### config.mk
export PLATFORM = sky130hd
export DESIGN_NAME = vesa_timing_monitor
export DESIGN_NICKNAME = d
export VERILOG_FILES = /design/src/rtl/vesa_timing_monitor.sv
export SDC_FILE = /design/constraint.sdc
export NUM_CORES = 1
export LEC_CHECK = 0
export BUFFER_PORTS_ARGS = -buffer_cell sky130_fd_sc_hd__buf_2
export CAP_MARGIN = 20
export CORE_MARGIN = 2
export CORE_UTILIZATION = 60
export DETAILED_ROUTE_END_ITERATION = 12
export GPL_TIMING_DRIVEN = 0
export PLACE_DENSITY = 0.81
export SYNTH_ARGS = -nofsm -noshare
export SYNTH_HDL_FRONTEND = slang
export SYNTH_SLANG_ARGS = --single-unit
### constraint.sdc
create_clock -name clk -period 9.8 [get_ports clk]
set_clock_uncertainty 0.15 [all_clocks]
set_input_delay 0.98 -clock clk [delete_from_list [all_inputs] [get_ports clk]]
set_output_delay 0.98 -clock clk [all_outputs]
set_load 0.02 [all_outputs]
### src/rtl/vesa_timing_monitor.sv
// Measures the timing seen on hsync/vsync/de and declares lock after LOCK_FRAMES identical frames.
// Optional feature: define VTM_ERR_COUNT_EN to add the saturating err_count output.
module vesa_timing_monitor #(
   parameter int unsigned CNT_W       = 16,
   parameter bit          HS_POL      = 1'b1,
   parameter bit          VS_POL      = 1'b0,
   parameter int unsigned LOCK_FRAMES = 2
) (
   input  logic             clk,
   input  logic             rst,
   input  logic             hsync,
   input  logic             vsync,
   input  logic             de,
   output logic [CNT_W-1:0] meas_h_total,
   output logic [CNT_W-1:0] meas_h_active,
   output logic [CNT_W-1:0] meas_hs_width,
   output logic [CNT_W-1:0] meas_v_total,
   output logic [CNT_W-1:0] meas_v_active,
   output logic [CNT_W-1:0] meas_vs_width,
   output logic             meas_valid,
   output logic             locked,
   output logic             timing_err,
   output logic [15:0]      frame_cnt
`ifdef VTM_ERR_COUNT_EN
   ,
   output logic [15:0]      err_count
`endif
);

   typedef enum logic [1:0] {ST_SEARCH, ST_ACQ, ST_LOCKED} state_t;

   localparam logic [3:0]       LOCK_N = 4'(LOCK_FRAMES);
   localparam logic [CNT_W-1:0] ONE    = CNT_W'(1);

   function automatic logic [CNT_W-1:0] sat_inc(input logic [CNT_W-1:0] v);
      return (v == '1) ? v : v + ONE;
   endfunction

   state_t           r_state;
   logic             r_hs_a, r_vs_a, r_de, r_hs_d, r_vs_d;
   logic [CNT_W-1:0] r_h_cnt, r_de_cnt, r_hsw_cnt;
   logic [CNT_W-1:0] r_last_ht, r_last_ha, r_last_hsw;
   logic [CNT_W-1:0] r_v_cnt, r_va_cnt, r_vsw_cnt;
   logic [3:0]       r_match;
   logic             r_have_ref;

   logic             w_hs_edge, w_vs_edge, w_hs_fall, w_line_de, w_wdog;
   logic             w_same, w_line_bad;
   logic [CNT_W-1:0] w_ht, w_ha, w_va;

   always_ff @(posedge clk) begin
      if (rst) begin
         r_hs_a <= 1'b0;
         r_vs_a <= 1'b0;
         r_de   <= 1'b0;
         r_hs_d <= 1'b0;
         r_vs_d <= 1'b0;
      end else begin
         r_hs_a <= (hsync == HS_POL);
         r_vs_a <= (vsync == VS_POL);
         r_de   <= de;
         r_hs_d <= r_hs_a;
         r_vs_d <= r_vs_a;
      end
   end

   // A line start coinciding with a frame start first closes the old line into the closing frame
   always_comb begin
      w_hs_edge  = r_hs_a & ~r_hs_d;
      w_vs_edge  = r_vs_a & ~r_vs_d;
      w_hs_fall  = ~r_hs_a & r_hs_d;
      w_line_de  = (r_de_cnt != '0);
      w_wdog     = ((r_h_cnt == '1) & ~w_hs_edge) | ((r_v_cnt == '1) & ~w_vs_edge);
      w_ht       = w_hs_edge ? r_h_cnt : r_last_ht;
      w_ha       = (w_hs_edge && w_line_de) ? r_de_cnt : r_last_ha;
      w_va       = (w_hs_edge && w_line_de) ? sat_inc(r_va_cnt) : r_va_cnt;
      w_same     = (w_ht == meas_h_total) && (w_ha == meas_h_active) &&
                   (r_last_hsw == meas_hs_width) && (r_v_cnt == meas_v_total) &&
                   (w_va == meas_v_active) && (r_vsw_cnt == meas_vs_width);
      w_line_bad = w_hs_edge && (r_h_cnt != meas_h_total);
   end

   always_ff @(posedge clk) begin
      if (rst) begin
         r_h_cnt    <= '0;
         r_de_cnt   <= '0;
         r_hsw_cnt  <= '0;
         r_last_ht  <= '0;
         r_last_ha  <= '0;
         r_last_hsw <= '0;
         r_v_cnt    <= '0;
         r_va_cnt   <= '0;
         r_vsw_cnt  <= '0;
      end else begin
         r_h_cnt   <= w_hs_edge ? ONE : sat_inc(r_h_cnt);
         r_hsw_cnt <= w_hs_edge ? ONE : (r_hs_a ? sat_inc(r_hsw_cnt) : r_hsw_cnt);
         if (w_hs_edge)
            r_de_cnt <= r_de ? ONE : '0;
         else if (r_de)
            r_de_cnt <= sat_inc(r_de_cnt);
         if (w_hs_fall)
            r_last_hsw <= r_hsw_cnt;
         if (w_hs_edge)
            r_last_ht <= r_h_cnt;
         if (w_hs_edge && w_line_de)
            r_last_ha <= r_de_cnt;

         if (w_vs_edge) begin
            r_v_cnt   <= w_hs_edge ? ONE : '0;
            r_va_cnt  <= '0;
            r_vsw_cnt <= w_hs_edge ? ONE : '0;
         end else if (w_hs_edge) begin
            r_v_cnt  <= sat_inc(r_v_cnt);
            r_va_cnt <= w_va;
            if (r_vs_a)
               r_vsw_cnt <= sat_inc(r_vsw_cnt);
         end
      end
   end

   always_ff @(posedge clk) begin
      if (rst) begin
         r_state       <= ST_SEARCH;
         r_match       <= '0;
         r_have_ref    <= 1'b0;
         meas_h_total  <= '0;
         meas_h_active <= '0;
         meas_hs_width <= '0;
         meas_v_total  <= '0;
         meas_v_active <= '0;
         meas_vs_width <= '0;
         meas_valid    <= 1'b0;
         locked        <= 1'b0;
         timing_err    <= 1'b0;
         frame_cnt     <= '0;
      end else begin
         meas_valid <= 1'b0;
         timing_err <= 1'b0;
         if (r_state != ST_SEARCH && w_vs_edge && !w_wdog) begin
            meas_h_total  <= w_ht;
            meas_h_active <= w_ha;
            meas_hs_width <= r_last_hsw;
            meas_v_total  <= r_v_cnt;
            meas_v_active <= w_va;
            meas_vs_width <= r_vsw_cnt;
            meas_valid    <= 1'b1;
            frame_cnt     <= frame_cnt + 16'd1;
         end
         case (r_state)
            ST_SEARCH: begin
               if (w_vs_edge) begin
                  r_state    <= ST_ACQ;
                  r_match    <= '0;
                  r_have_ref <= 1'b0;
               end
            end
            ST_ACQ: begin
               if (w_wdog) begin
                  r_state <= ST_SEARCH;
                  locked  <= 1'b0;
               end else if (w_vs_edge) begin
                  if (!r_have_ref) begin
                     r_have_ref <= 1'b1;
                     r_match    <= '0;
                  end else if (w_same) begin
                     r_match <= r_match + 4'd1;
                     if (r_match + 4'd1 == LOCK_N) begin
                        r_state <= ST_LOCKED;
                        locked  <= 1'b1;
                     end
                  end else begin
                     r_match <= '0;
                  end
               end
            end
            ST_LOCKED: begin
               if (w_wdog) begin
                  r_state    <= ST_SEARCH;
                  locked     <= 1'b0;
                  timing_err <= 1'b1;
               end else if (w_line_bad || (w_vs_edge && !w_same)) begin
                  // a frame closed in this cycle becomes the reference; otherwise the next close does
                  r_state    <= ST_ACQ;
                  locked     <= 1'b0;
                  timing_err <= 1'b1;
                  r_match    <= '0;
                  r_have_ref <= w_vs_edge;
               end
            end
            default: r_state <= ST_SEARCH;
         endcase
      end
   end

`ifdef VTM_ERR_COUNT_EN
   always_ff @(posedge clk) begin
      if (rst)
         err_count <= '0;
      else if (timing_err && err_count != 16'hFFFF)
         err_count <= err_count + 16'd1;
   end
`endif

endmodule

==> flow_summary.json, run 1 <==
{
  "status": "complete, no violations",
  "r2r.worst_path.cells": 10,
  "yosysSeqAreaShare_pct": 40.17,
  "cp-end-kind": "flop",
  "cts_tree": "built",
  "syn_avg_cell_area_um2": 8.145,
  "critPathRequiredTime_ns": 10.14,
  "drt_pass1_iterations": 5,
  "syn_nets": 1677,
  "nNetsFinal": 1826,
  "core-area_um2": 21960,
  "ir_drop_mv": 0.1680,
  "fin_crit_ns": 5.099,
  "report.final.slew_viol_count": 0,
  "wirelength_um": 42950,
  "vias_per_cell": 6.182,
  "grt_start_max_net_pins": 16,
  "synth_cell_types": 78,
  "netlist_area_um2": 13500,
  "post-route-period-util_pct": 52.04,
  "worst_pin_slew_ns": 0.9097,
  "gp_congestion": 0.9673,
  "yosys_warnings": 0,
  "syn_inst": 1658,
  "ant_nets": 0,
  "wl_per_cell_um": 20.37,
  "cts_inserted_buffers": 29,
  "min_from": "r_last_hsw[15]",
  "synth_edf_count": 0,
  "grt_antenna_before_repair": 0,
  "drt_iter0_markers": 1281,
  "clk_pin_slew_ns": 0.07,
  "cts_resized": 0,
  "portBuffers": 118,
  "hold_viol_final": 0,
  "clk_latency_ns": 0.57,
  "setup.worst_path.class": "reg -> reg",
  "hold_depth": 2,
  "final.hold.worst_slack_ns": 0.3317,
  "initial_utilization_pct": 61.50,
  "max_slew_margin_pct": 39.35,
  "ys_seq_elements": 271,
  "drc": 0,
  "rows": 54,
  "cts_root_buf": "clkbuf_16",
  "diodes": 0,
  "overflow": 0,
  "ios": 120,
  "setup_viol": 0,
  "cts_buffer_depth": 3,
  "setup_tns_ns": 0,
  "cts_setup_buffers": 0,
  "grt_pass1_wl_um": 67220,
  "dieWidth_um": 154.0,
  "drive_gt1_share_pct": 11.54,
  "cts_max_level": 1,
  "hp-class": "reg -> reg",
  "power.leakage_nw": 6.180,
  "rsz0062_at_grt": "no",
  "area_growth_pct": 14.07,
  "max_cap_viol_count": 0,
  "die_h_um": 154.0,
  "fmax_ghz": 0.1961,
  "crit_fanout": 10,
  "clock_sinks": 271,
  "cts_hold_buf": 0,
  "cp.arrival_ns": 5.44,
  "r2r_end": "meas_v_active[0]",
  "holdPathEnd": "meas_hs_width[15]",
  "ys_async_sr_fraction_pct": 0,
  "die_area_um2": 23720,
  "grt_pass1_vias": 12170,
  "vias": 13032,
  "p_per_area_nw_per_um2": 172.6,
  "startpoint_type": "flop",
  "dp_hpwl_um": 31660,
  "setup.reg_to_reg.worst_slack_ns": 4.70,
  "r2r_start": "r_hs_a",
  "grt_usage_pct": 35.70,
  "ys.flop_type": "dfxtp_1"
}
-- where the power goes --
| part | internal (W) | total (W) | switching, W | leakage (nW) |
|---|---|---|---|---|
| clock network | 0.000638 | 0.00110 | 0.000462 | 0.485 |
| logic | 0.000129 | 0.000391 | 0.000262 | 3.51 |
| registers | 0.00113 | 0.00117 | 0.0000398 | 2.19 |
-- worst max-delay path: stages, from the launching register on --
cell      delay (ns)
dfxtp_1         0.49
nor2b_1         0.20
clkbuf_1        0.48
clkbuf_1        0.57
clkbuf_1        0.62
o21ai_0         0.36
nor2_1          0.53
clkbuf_1        0.60
clkbuf_1        0.67
nor2_1          0.12
a211oi_1        0.22
-- layer usage --
layer | share of wire (%) | global-route usage [%]
met2 | 45 | 57.19
met5 | 0 | 0
met4 | 4.2 | 13.40
met1 | 41 | 46.68
met3 | 10 | 8.935
-- synth_stat cells, drive strengths merged (26+ instances only) --
| library cell | count | area share, % |
|---|---|---|
| nor2b | 26 | 1.2 |
| mux2i | 29 | 2.4 |
| nand3 | 52 | 1.9 |
| nor4 | 47 | 2.3 |
| o21ai | 42 | 1.6 |
| xnor2 | 61 | 4.0 |
| nand2 | 219 | 6.1 |
| clkbuf | 79 | 2.2 |
| or3 | 28 | 1.3 |
| inv | 28 | 0.78 |
| nor2 | 206 | 5.7 |
| xor2 | 112 | 7.3 |
| a211oi | 50 | 2.8 |
| a21oi | 120 | 4.4 |
| nand4 | 44 | 2.1 |
| dfxtp | 271 | 40 |
-- cell type report --
| cell class | instances | area, µm² |
|---|---|---|
| fillers | 1807 | 6554 |
| clock buffers | 41 | 860.8 |
| clock inverters | 11 | 98.84 |
| multi-input cells | 1255 | 7530 |
| well taps | 280 | 350.3 |
| repair buffers | 118 | 590.6 |
| flip-flops and latches | 271 | 5425 |
| plain buffers | 104 | 444.2 |
| inverters | 28 | 105.1 |
-- worst max-delay path by stage --
stage | cells past startpoint | slack, ns | startpoint | to
floorplan | 13 | 5.87 | r_de_cnt[0] | r_state[0]
global placement | 10 | 5.10 | r_hs_a | meas_v_active[6]
detailed placement | 10 | 5.08 | r_hs_a | meas_v_active[6]
CTS | 10 | 5.06 | r_hs_a | meas_v_active[6]
global route | 10 | 4.63 | r_hs_a | meas_v_active[0]
finish | 10 | 4.70 | r_hs_a | meas_v_active[0]
-- kinds of logic (layout without fill, tap and decap cells) --
logic type | after synthesis | in the layout | synth area share (%)
AND/OR/NAND/NOR | 748 | 748 | 27.06
AO/OA/AOI/OAI | 286 | 286 | 13.25
flip-flops | 271 | 271 | 40.17
XOR/XNOR | 174 | 174 | 11.40
buffers and inverters | 132 | 302 | 4.067
multiplexers | 33 | 33 | 2.752
adder cells (fa/ha/maj) | 14 | 14 | 1.297
-- layout by cell type, fill, tap and decap left out, types with 9 or more instances in the layout --
cell,Yosys,routed
a21oi_1,120,120
nand2_1,219,219
xor2_1,112,112
inv_1,28,28
mux2i_1,24,24
a211oi_1,50,50
nand3_1,52,52
clkbuf_16,0,29
dfxtp_1,271,271
nor2b_1,26,26
o21ai_0,42,42
nand4_1,42,42
clkbuf_1,77,80
nor3_1,23,23
or3_1,28,28
and3_1,23,23
xnor2_1,61,61
nor2_1,206,206
o22ai_1,9,9
nand2b_1,21,21
clkbuf_8,0,9
ha_1,14,14
and4_1,10,10
nor4_1,45,45
buf_2,17,135
-- through the flow --
stage	cells	utilization [%]	setup WS (ns)	total power (W)	instance area (µm²)
finish	2108	70.15	4.701	0.002659	15400
CTS	2108	70.15	5.057	0.002654	15400
global route	2108	70.15	4.630	0.002734	15400
detailed placement	2056	65.78	5.077	0.001567	14450
floorplan	1658	-	5.870	0.001435	13500
global placement	2056	65.78	5.100	0.001564	14450
(Power assumes the default switching activity.)
==> run 2: changes to the inputs <==
Clock period 9.8 ns to 5.23 ns, I/O delays scaled along.
==> run 2 against run 1 <==
Critical path depth did not move. Cell count hardly changed. Sequential power up 87%. Total power increased by 88%. Via count is 0.21% higher. Cell area hardly changed. Utilization is essentially flat. Largest power group unchanged. Highest routed layer unchanged.
==> flow_summary.json, run 2 (same netlist as run 1, synthesis figures left out) <==
{
  "ir_drop_mv": 0.3145,
  "final_cell_mix": "271 x dfxtp_1, 219 x nand2_1, 206 x nor2_1",
  "cts_max_level": 1,
  "grt_usage_pct": 35.73,
  "cts_root_buf": "clkbuf_16",
  "cts_buffer_depth": 3,
  "clockPowerShare_pct": 41.4,
  "report.final.slew_viol_count": 0,
  "core-area_um2": 21960,
  "dp_hpwl_um": 31660,
  "ant_nets": 0,
  "vias": 13060,
  "grt_pass1_vias": 12177,
  "max_cap_viol_count": 0,
  "nNetsFinal": 1827,
  "cts_resized": 0,
  "layout_commonest_cell": "dfxtp_1",
  "rsz0062_at_grt": "no",
  "dieWidth_um": 154.0,
  "status": "complete, no violations",
  "grt_antenna_before_repair": 0,
  "cts_hold_buf": 1,
  "path_delay_family": "buffers and inverters",
  "fin_ws_ns": 0.1852,
  "hp-class": "in -> reg",
  "clock_sinks": 271,
  "setup_viol": 0,
  "r2r.worst_path.cells": 10,
  "drt_pass1_iterations": 5,
  "fmax_ghz": 0.1982,
  "cp.arrival_ns": 5.37,
  "p_sw_w": 0.001437,
  "max_slew_margin_pct": 38.46,
  "grt_start_max_net_pins": 16,
  "setup_tns_ns": 0,
  "clk_latency_ns": 0.57,
  "cpPeakStageDelay_ns": 0.67,
  "p_seq_share_pct": 43.9,
  "wl_per_cell_um": 20.41,
  "drc": 0,
  "fill_cells": 1805,
  "grtUsageMet3_pct": 8.766,
  "post-route-period-util_pct": 96.46,
  "cp_common_cell": "clkbuf_1",
  "cts_setup_buffers": 0,
  "holdPathEnd": "r_hs_a",
  "drive_gt1_share_pct": 11.54,
  "setup.worst_path.class": "reg -> reg",
  "crit_fanout": 10,
  "p_per_area_nw_per_um2": 323.6,
  "cts_tree": "built",
  "die_area_um2": 23720,
  "ios": 120,
  "drt_iter0_markers": 1177,
  "clk_pin_slew_ns": 0.06,
  "cp_slowest_cell": "clkbuf_1",
  "die_h_um": 154.0,
  "cp-end-kind": "flop",
  "p_int_w": 0.003552,
  "portBuffers": 118,
  "gp_congestion": 0.9673,
  "critPathRequiredTime_ns": 5.55,
  "setup.reg_to_reg.worst_slack_ns": 0.19,
  "swShare_pct": 28.81,
  "startpoint_type": "flop",
  "vias_per_cell": 6.193,
  "r2r_end": "meas_v_active[6]",
  "rows": 54,
  "power_frac_comb_pct": 14.7,
  "crit_chain": "nor2b_1, clkbuf_1, clkbuf_1, clkbuf_1, o21ai_0, nor2_1, clkbuf_1, clkbuf_1, nor2_1, a211oi_1",
  "grt_pass1_wl_um": 67270,
  "overflow": 0,
  "hold_depth": 2,
  "worst_pin_slew_ns": 0.9231,
  "min_from": "hsync",
  "hold_viol_final": 0,
  "pre_cts_ws_ns": 0.5074,
  "cts_inserted_buffers": 29,
  "diodes": 0,
  "path_buf_inv": 5,
  "grt_use_met2_pct": 57.04,
  "wirelength_um": 43050,
  "power.leakage_nw": 6.184,
  "grt_util_met1_pct": 46.90,
  "initial_utilization_pct": 61.50,
  "r2r_start": "r_hs_a",
  "busiest_layer": "met2",
  "area_growth_pct": 14.15,
  "fin_crit_ns": 5.045
}
-- run 2: routing by layer --
| layer | share of wire [%] | vias up |
|---|---|---|
| met5 | 0 | - |
| met4 | 4.1 | 0 |
| met3 | 10 | 131 |
| met2 | 45 | 652 |
| met1 | 41 | 6181 |
| li1 | - | 6096 |
-- run 2: through the flow --
stage	area [µm²]	hold WS (ns)	instances	total power (W)	util, %
2_1_floorplan	13500	0.2958	1658	0.002688	-
3_3_place_gp	14450	0.3143	2056	0.002931	65.78
3_5_place_dp	14450	0.3277	2056	0.002937	65.78
4_1_cts	15410	0.01399	2109	0.004973	70.20
5_1_grt	15410	0.05352	2109	0.005123	70.20
6_report	15410	0.03107	2109	0.004989	70.20
-- run 2: layout make-up --
cell class	count	area, µm²	area share, %
multi-input combinational	1255	7530	48.85
sequential	271	5425	35.19
buffer	104	444.2	2.881
timing repair buffer	119	600.6	3.896
inverter	28	105.1	0.6818
clock inverter	11	98.84	0.6412
tap	280	350.3	2.273
clock buffer	41	860.8	5.584
-- run 2: worst max-delay path by stage --
stage,from,to,depth (start not counted)
5_1_grt,r_hs_a,meas_v_active[0],10
4_1_cts,r_hs_a,meas_v_active[6],10
6_report,r_hs_a,meas_v_active[6],10
2_1_floorplan,r_de_cnt[0],r_state[0],13
3_3_place_gp,r_hs_a,meas_v_active[6],10
3_5_place_dp,r_hs_a,meas_v_active[6],10
-- run 2: power by group through the flow --
stage	registers [W]	logic (W)	clock network, W
finish	0.00219	0.000733	0.00207
global route	0.00219	0.000787	0.00214
CTS	0.00219	0.000712	0.00208
detailed placement	0.00223	0.000706	0
global placement	0.00223	0.000702	0
floorplan	0.00226	0.000432	0
